--- src/rtl/tetris_pkg.sv ---
// Shared piece and queue-FSM types for the Tetris piece generator.
// reroll_piece folds a second draw onto the last piece, modulo 7.
package tetris_pkg;

  localparam int PIECE_W = 3;

  typedef enum logic [PIECE_W-1:0] {
    PIECE_T    = 3'd0,
    PIECE_J    = 3'd1,
    PIECE_Z    = 3'd2,
    PIECE_O    = 3'd3,
    PIECE_S    = 3'd4,
    PIECE_L    = 3'd5,
    PIECE_I    = 3'd6,
    PIECE_NONE = 3'd7
  } piece_t;

  typedef enum logic [1:0] {
    ST_IDLE   = 2'd0,
    ST_GEN    = 2'd1,
    ST_REROLL = 2'd2,
    ST_READY  = 2'd3
  } pq_state_t;

  function automatic piece_t reroll_piece(input logic [2:0] r, input piece_t last);
    logic [3:0] s;
    s = {1'b0, r} + ((last == PIECE_NONE) ? 4'd0 : {1'b0, last});
    if (s >= 4'd7) s = s - 4'd7;
    return piece_t'(s[2:0]);
  endfunction

endpackage

--- src/rtl/piece_fifo.sv ---
// Shift-register FIFO of upcoming pieces; entry[0] is the head.
// Popping the only entry leaves entry[0] in place so the head value holds.
module piece_fifo
  import tetris_pkg::*;
#(
  parameter int DEPTH = 4
) (
  input  logic       clk,
  input  logic       reset_n,
  input  logic       flush,
  input  logic       push,
  input  piece_t     push_val,
  input  logic       pop,
  output piece_t     head,
  output piece_t     second,
  output logic [2:0] count
);

  piece_t     entry [DEPTH];
  logic       pop_ok;
  logic [2:0] wr_idx;

  assign pop_ok = pop && (count != 3'd0);
  assign wr_idx = count - {2'b0, pop_ok};

  always_ff @(posedge clk or negedge reset_n) begin
    if (!reset_n) begin
      for (int i = 0; i < DEPTH; i++) entry[i] <= PIECE_T;
      count <= '0;
    end else if (flush) begin
      count <= '0;
    end else begin
      if (pop_ok && count > 3'd1)
        for (int i = 0; i < DEPTH - 1; i++) entry[i] <= entry[i+1];
      // the push slot is computed after the pop, so it lands at the new tail
      for (int i = 0; i < DEPTH; i++)
        if (push && wr_idx == 3'(i)) entry[i] <= push_val;
      count <= count + {2'b0, push} - {2'b0, pop_ok};
    end
  end

  assign head   = entry[0];
  assign second = entry[1];

endmodule

--- src/rtl/piece_queue.sv ---
// Turns hw_rng words into a queue of Tetris pieces using NES-style single reroll.
// state     | meaning
// ST_IDLE   | after reset, waits for start
// ST_GEN    | draws rand_in[2:0]; pushes it unless it is 7 or a repeat
// ST_REROLL | pushes (rand_in[7:5] + last) mod 7, repeats allowed
// ST_READY  | queue full, waits for a pop
module piece_queue
  import tetris_pkg::*;
#(
  parameter int QUEUE_DEPTH = 4
) (
  input  logic               clk,
  input  logic               reset_n,
  input  logic [31:0]        rand_in,
  input  logic               start,
  input  logic               pop,
  output logic [PIECE_W-1:0] head_piece,
  output logic               head_valid,
  output logic [PIECE_W-1:0] preview_piece,
  output logic [2:0]         count,
  output logic               busy
);

  pq_state_t state, state_n;
  piece_t    last, last_n, push_val, cand, fifo_head, fifo_second;
  logic      push, flush, pop_acc;
  logic      rand_unused;

  assign rand_unused = ^{rand_in[31:8], rand_in[4:3]};
  assign cand        = piece_t'(rand_in[2:0]);
  assign pop_acc     = pop && head_valid && !start;

  always_ff @(posedge clk or negedge reset_n) begin
    if (!reset_n) begin
      state <= ST_IDLE;
      last  <= PIECE_NONE;
    end else begin
      state <= state_n;
      last  <= last_n;
    end
  end

  always_comb begin
    state_n  = state;
    last_n   = last;
    push     = 1'b0;
    push_val = cand;
    flush    = 1'b0;
    if (start) begin
      flush   = 1'b1;
      last_n  = PIECE_NONE;
      state_n = ST_GEN;
    end else begin
      case (state)
        ST_GEN: begin
          if (cand != PIECE_NONE && cand != last) push = 1'b1;
          else state_n = ST_REROLL;
        end
        ST_REROLL: begin
          push     = 1'b1;
          push_val = reroll_piece(rand_in[7:5], last);
        end
        ST_READY: if (pop_acc) state_n = ST_GEN;
        default: ;
      endcase
      if (push) begin
        last_n  = push_val;
        state_n = ((count + {2'b0, push} - {2'b0, pop_acc}) == 3'(QUEUE_DEPTH))
                  ? ST_READY : ST_GEN;
      end
    end
  end

  piece_fifo #(.DEPTH(QUEUE_DEPTH)) u_fifo (
    .clk      (clk),
    .reset_n  (reset_n),
    .flush    (flush),
    .push     (push),
    .push_val (push_val),
    .pop      (pop_acc),
    .head     (fifo_head),
    .second   (fifo_second),
    .count    (count)
  );

  assign head_piece    = fifo_head;
  assign head_valid    = (count != 3'd0);
  assign preview_piece = (count >= 3'd2) ? fifo_second : PIECE_NONE;
  assign busy          = (state == ST_GEN) || (state == ST_REROLL);

endmodule

--- config.mk ---
export PLATFORM = sky130hd
export DESIGN_NAME = piece_queue
export DESIGN_NICKNAME = d
export VERILOG_FILES = /design/src/rtl/tetris_pkg.sv /design/src/rtl/piece_fifo.sv /design/src/rtl/piece_queue.sv
export SDC_FILE = /design/constraint.sdc
export NUM_CORES = 1
export LEC_CHECK = 0
export ABC_AREA = 1
export ABC_CLOCK_PERIOD_IN_PS = 2700
export CORE_MARGIN = 10
export CORE_UTILIZATION = 35
export CTS_BUF_LIST = sky130_fd_sc_hd__clkbuf_2
export CTS_CLUSTER_DIAMETER = 60
export CTS_CLUSTER_SIZE = 20
export DETAILED_ROUTE_END_ITERATION = 10
export PLACE_DENSITY = 0.74
export SLEW_MARGIN = 20
export SYNTH_ARGS = -nofsm -noshare
export SYNTH_HDL_FRONTEND = slang
export SYNTH_HIERARCHICAL = 1
export SYNTH_SLANG_ARGS = --single-unit
--- constraint.sdc ---
create_clock -name clk -period 2.7 [get_ports clk]
set_clock_uncertainty 0.1 [all_clocks]
set_input_delay 0.27 -clock clk [delete_from_list [all_inputs] [get_ports clk]]
set_output_delay 0.27 -clock clk [all_outputs]
set_load 0.05 [all_outputs]
==> summary by stage <==
Outcome
The run finished, with violations left. The checks that failed: setup timing.

Finish
The net count of the finished layout is 367. Summing all flip-flop and latch instances after layout gives 508.0 sq um. Once layout is complete, the utilization of the core stands at 49.83%.

In the final layout, the share of cells above drive strength 1 is 35.05%. Relative to the synthesized area, the layout overhead comes to 39.00%. 0 antenna diodes ended up in the layout.

The most common library cell in the layout ignoring fill and taps is sky130_fd_sc_hd__nand2_1. The finished layout holds 381 standard cells, fillers aside. Leaving out fill and tap cells, the most frequent cells in the layout are sky130_fd_sc_hd__nand2_1, sky130_fd_sc_hd__buf_4, sky130_fd_sc_hd__inv_1, sky130_fd_sc_hd__clkdlybuf4s50_1.

The filler cell count in the final layout is 503. The multi-input logic area is 1246 sq um.

Global route
The initial antenna violation count is 0. The most used routing layer is met2. For met1 alone, demand over resource in global routing was 12.33%. For this run, global-route usage on met3 was measured as 1.467%.

The first global-routing pass estimated 7672 um of wire. In the global route stage, met2 resource usage came out at 19.41%. The aggregate global-route resource usage is 10.47%.

The number of global-route vias before repair is 1768. After global routing the overflow that remains totals 0. The largest net degree at the start of global routing is 21.

Timing
The measured slew at the worst slew-check pin is 510.0 ps. The worst max-slew margin expressed relative to the limit is 65.90%. The final period demand of the worst path is 2789 ps.

The final setup violation count is 8. The number of hold-slack violations in the final timing report is 0. The fmax is 0.3585 GHz. In the finished design, the share of the clock period the worst path needs comes to 103.3%. The number of max-slew violations in the final report was 0. The smallest setup slack after layout is -89.18 ps. Setup repair after global routing could not meet its margin everywhere. The tightest hold margin is 146.4 ps.

CTS
The register clock-pin slew on the reported worst setup and hold paths is 210 ps. TritonCTS built the clock tree. The buffer type at the clock tree root is sky130_fd_sc_hd__clkbuf_2.

Counting the buffers created by CTS gives 3. In this run the number of H-tree levels came out at 1. The buffer depth of the longest clock path is 2. The clock reaches the later pin of the worst-skew pair after 320 ps. The number of clock sinks is 20.

Detailed routing
The number of remaining DRC errors is 0. Dividing the detail-routed wire length by the instance count gives 12.03 um. The routed design has 4582 um of wire. The final route contains 1778 vias. The first detailed-routing pass ran for 4 iterations.

The detailed router's first-iteration violation count is 89. Once detail routing completed, the nets flagged for antenna violations numbered 0. The number of vias per cell is 4.667.

Die
The die outline area is 8481 sq um. The die is 92.10 um tall. The floorplan core area is 5075 sq um.

The initialized floorplan defines 26 standard-cell rows. The width of the chip is 92.10 um. Once the floorplan was initialized, standard cells occupied 35.85% of the core.

47 I/O pins were placed.

Power and ir drop
The power density of the placed cells is 1185 nW/um^2. The leakage power is 1.263 nW. The power consumption is 2.996 mW. VDD sags by at most 0.3367 mV.

Setup path
Along the worst path, the maximum fanout reaches 4. The capturing element type of the critical path is a register. For the worst setup path, the data arrival time is 2970 ps. The category of the critical setup timing path is reg2reg. Data on the critical path is required at its endpoint by 2880 ps. The startpoint class of the critical path is a register.

Placed design
The total half-perimeter wirelength after legalization and detailed placement is 3311 um. The number of buffers added on ports is 20. The congestion estimate from routability-driven global placement came to 0.8531. The cell total after placement is 360. OpenSTA, run right after detailed placement, puts the worst setup slack at -258.5 ps.

Synth
The post-synth net total is 311. For this run, the register share of the synthesized area comes to 27.72%. In this run, distinct cell masters in the synthesized netlist total 31. The mapped cell area is 1819 sq um. The average size of a mapped cell is 7.106 sq um.

Yosys printed 6 warnings. The instance count of the mapped netlist is 256. The flip-flop and latch count after synthesis is 20.

Job
The tool flagged a number of max-cap violations equal to 0.

Worst hold path
The worst hold path belongs to the class in2async.
==> per-stage QoR <==
| stage | area, sq um | setup TNS (ps) |
|---|---|---|
| final | 2529 | -378.8 |
| after global routing | 2529 | -2531 |
| after CTS | 2389 | -716.7 |
| after detailed placement | 2236 | -2065 |
| after global placement | 2236 | -1589 |
| after floorplan | 1847 | 0 |
==> cell usage after synthesis, drive strengths merged <==
library cell / count / area [sq um]
xnor2: 1 / 8.760
o21ai: 3 / 15.01
buf: 8 / 63.81
nand4: 9 / 56.30
a21oi: 10 / 61.31
inv: 40 / 150.2
nor2: 13 / 51.30
clkinv: 1 / 8.760
xor2: 1 / 8.760
nor4: 2 / 27.53
nand3: 13 / 100.1
a21boi: 2 / 15.02
a21o: 1 / 7.510
dfstp: 3 / 78.83
o21a: 3 / 22.52
nand2: 108 / 442.9
ha: 16 / 200.2
dfrtp: 17 / 425.4
a22oi: 1 / 7.510
fa: 3 / 60.06
o31ai: 1 / 7.510
==> sequential cells by signal (all words and copies together) (netlist names) <==
register,count
u_fifo/count,3
u_fifo/second,3
state,2
u_fifo/head,3
u_fifo/entry,6
last,3
==> final timing paths <==
path                                       startpoint                            to  slack, ps  depth (start not counted)
hold reg to reg            u_fifo/head[1]$_DFFE_PN0P_    u_fifo/head[1]$_DFFE_PN0P_        410                          2
setup / recovery                  last[0]$_DFFE_PN1P_  u_fifo/second[1]$_DFFE_PN0P_        -90                         18
min in group clk           u_fifo/head[1]$_DFFE_PN0P_    u_fifo/head[1]$_DFFE_PN0P_        410                          2
setup reg to reg                  last[0]$_DFFE_PN1P_  u_fifo/second[1]$_DFFE_PN0P_        -90                         18
hold / removal                                reset_n   u_fifo/entry[3]$_DFFE_PN0P_        150                          2
max in group asynchronous                     reset_n           last[0]$_DFFE_PN1P_       2080                          2
==> per-layer routing <==
metal	wire length, um	vias up
met5	0	-
met4	35	0
met3	111	4
met2	2410	24
li1	-	908
met1	2024	842
==> power by group <==
| part | total (mW) | internal (mW) | switching, mW |
|---|---|---|---|
| combinational | 2.40 | 0.991 | 1.41 |
| clock | 0.132 | 0.0322 | 0.0999 |
| sequential | 0.468 | 0.398 | 0.0706 |
==> cell families after synthesis <==
group	Yosys count	synth area share, %
AOI/OAI and AO/OA	21	7.497
and+or+nand+nor	145	37.28
buffers and inverters	49	12.24
xor gates and xnor gates	2	0.9630
DFF	20	27.72
adders and majority gates	19	14.31
==> critical path, stage by stage, from the launching register on <==
cell and delay, ps:
sky130_fd_sc_hd__dfstp_2 580, sky130_fd_sc_hd__a21boi_2 160, sky130_fd_sc_hd__ha_2 200, sky130_fd_sc_hd__inv_2 40, sky130_fd_sc_hd__fa_1 510, sky130_fd_sc_hd__inv_1 50, sky130_fd_sc_hd__ha_2 170, sky130_fd_sc_hd__inv_2 60
sky130_fd_sc_hd__nor2_4 40, sky130_fd_sc_hd__inv_2 70, sky130_fd_sc_hd__nand2_2 60, sky130_fd_sc_hd__nand2_2 70, sky130_fd_sc_hd__nand3_2 70, sky130_fd_sc_hd__a22oi_2 130, sky130_fd_sc_hd__buf_4 150, sky130_fd_sc_hd__nand4_1 100
sky130_fd_sc_hd__nand2_1 80, sky130_fd_sc_hd__nand2_1 50, sky130_fd_sc_hd__nand2_1 70
==> cell type report <==
cell class	instances	share of cell area [%]
multi-input cells	187	49.28
flip-flops and latches	20	20.09
repair buffers	59	19.99
inverters	41	6.432
well taps	70	3.464
clock buffers	3	0.5938
clock inverters	1	0.1484
==> what timing repair did <==
item | in CTS | in global routing
resized for setup | 19 | 23
hold buffers | 0 | 0
endpoints found under the setup margin | 14 | 19
setup buffers | 9 | 8
hold endpoints to repair | 0 | 0
pin swaps | 32 | 24
(Power assumes the default switching activity.)
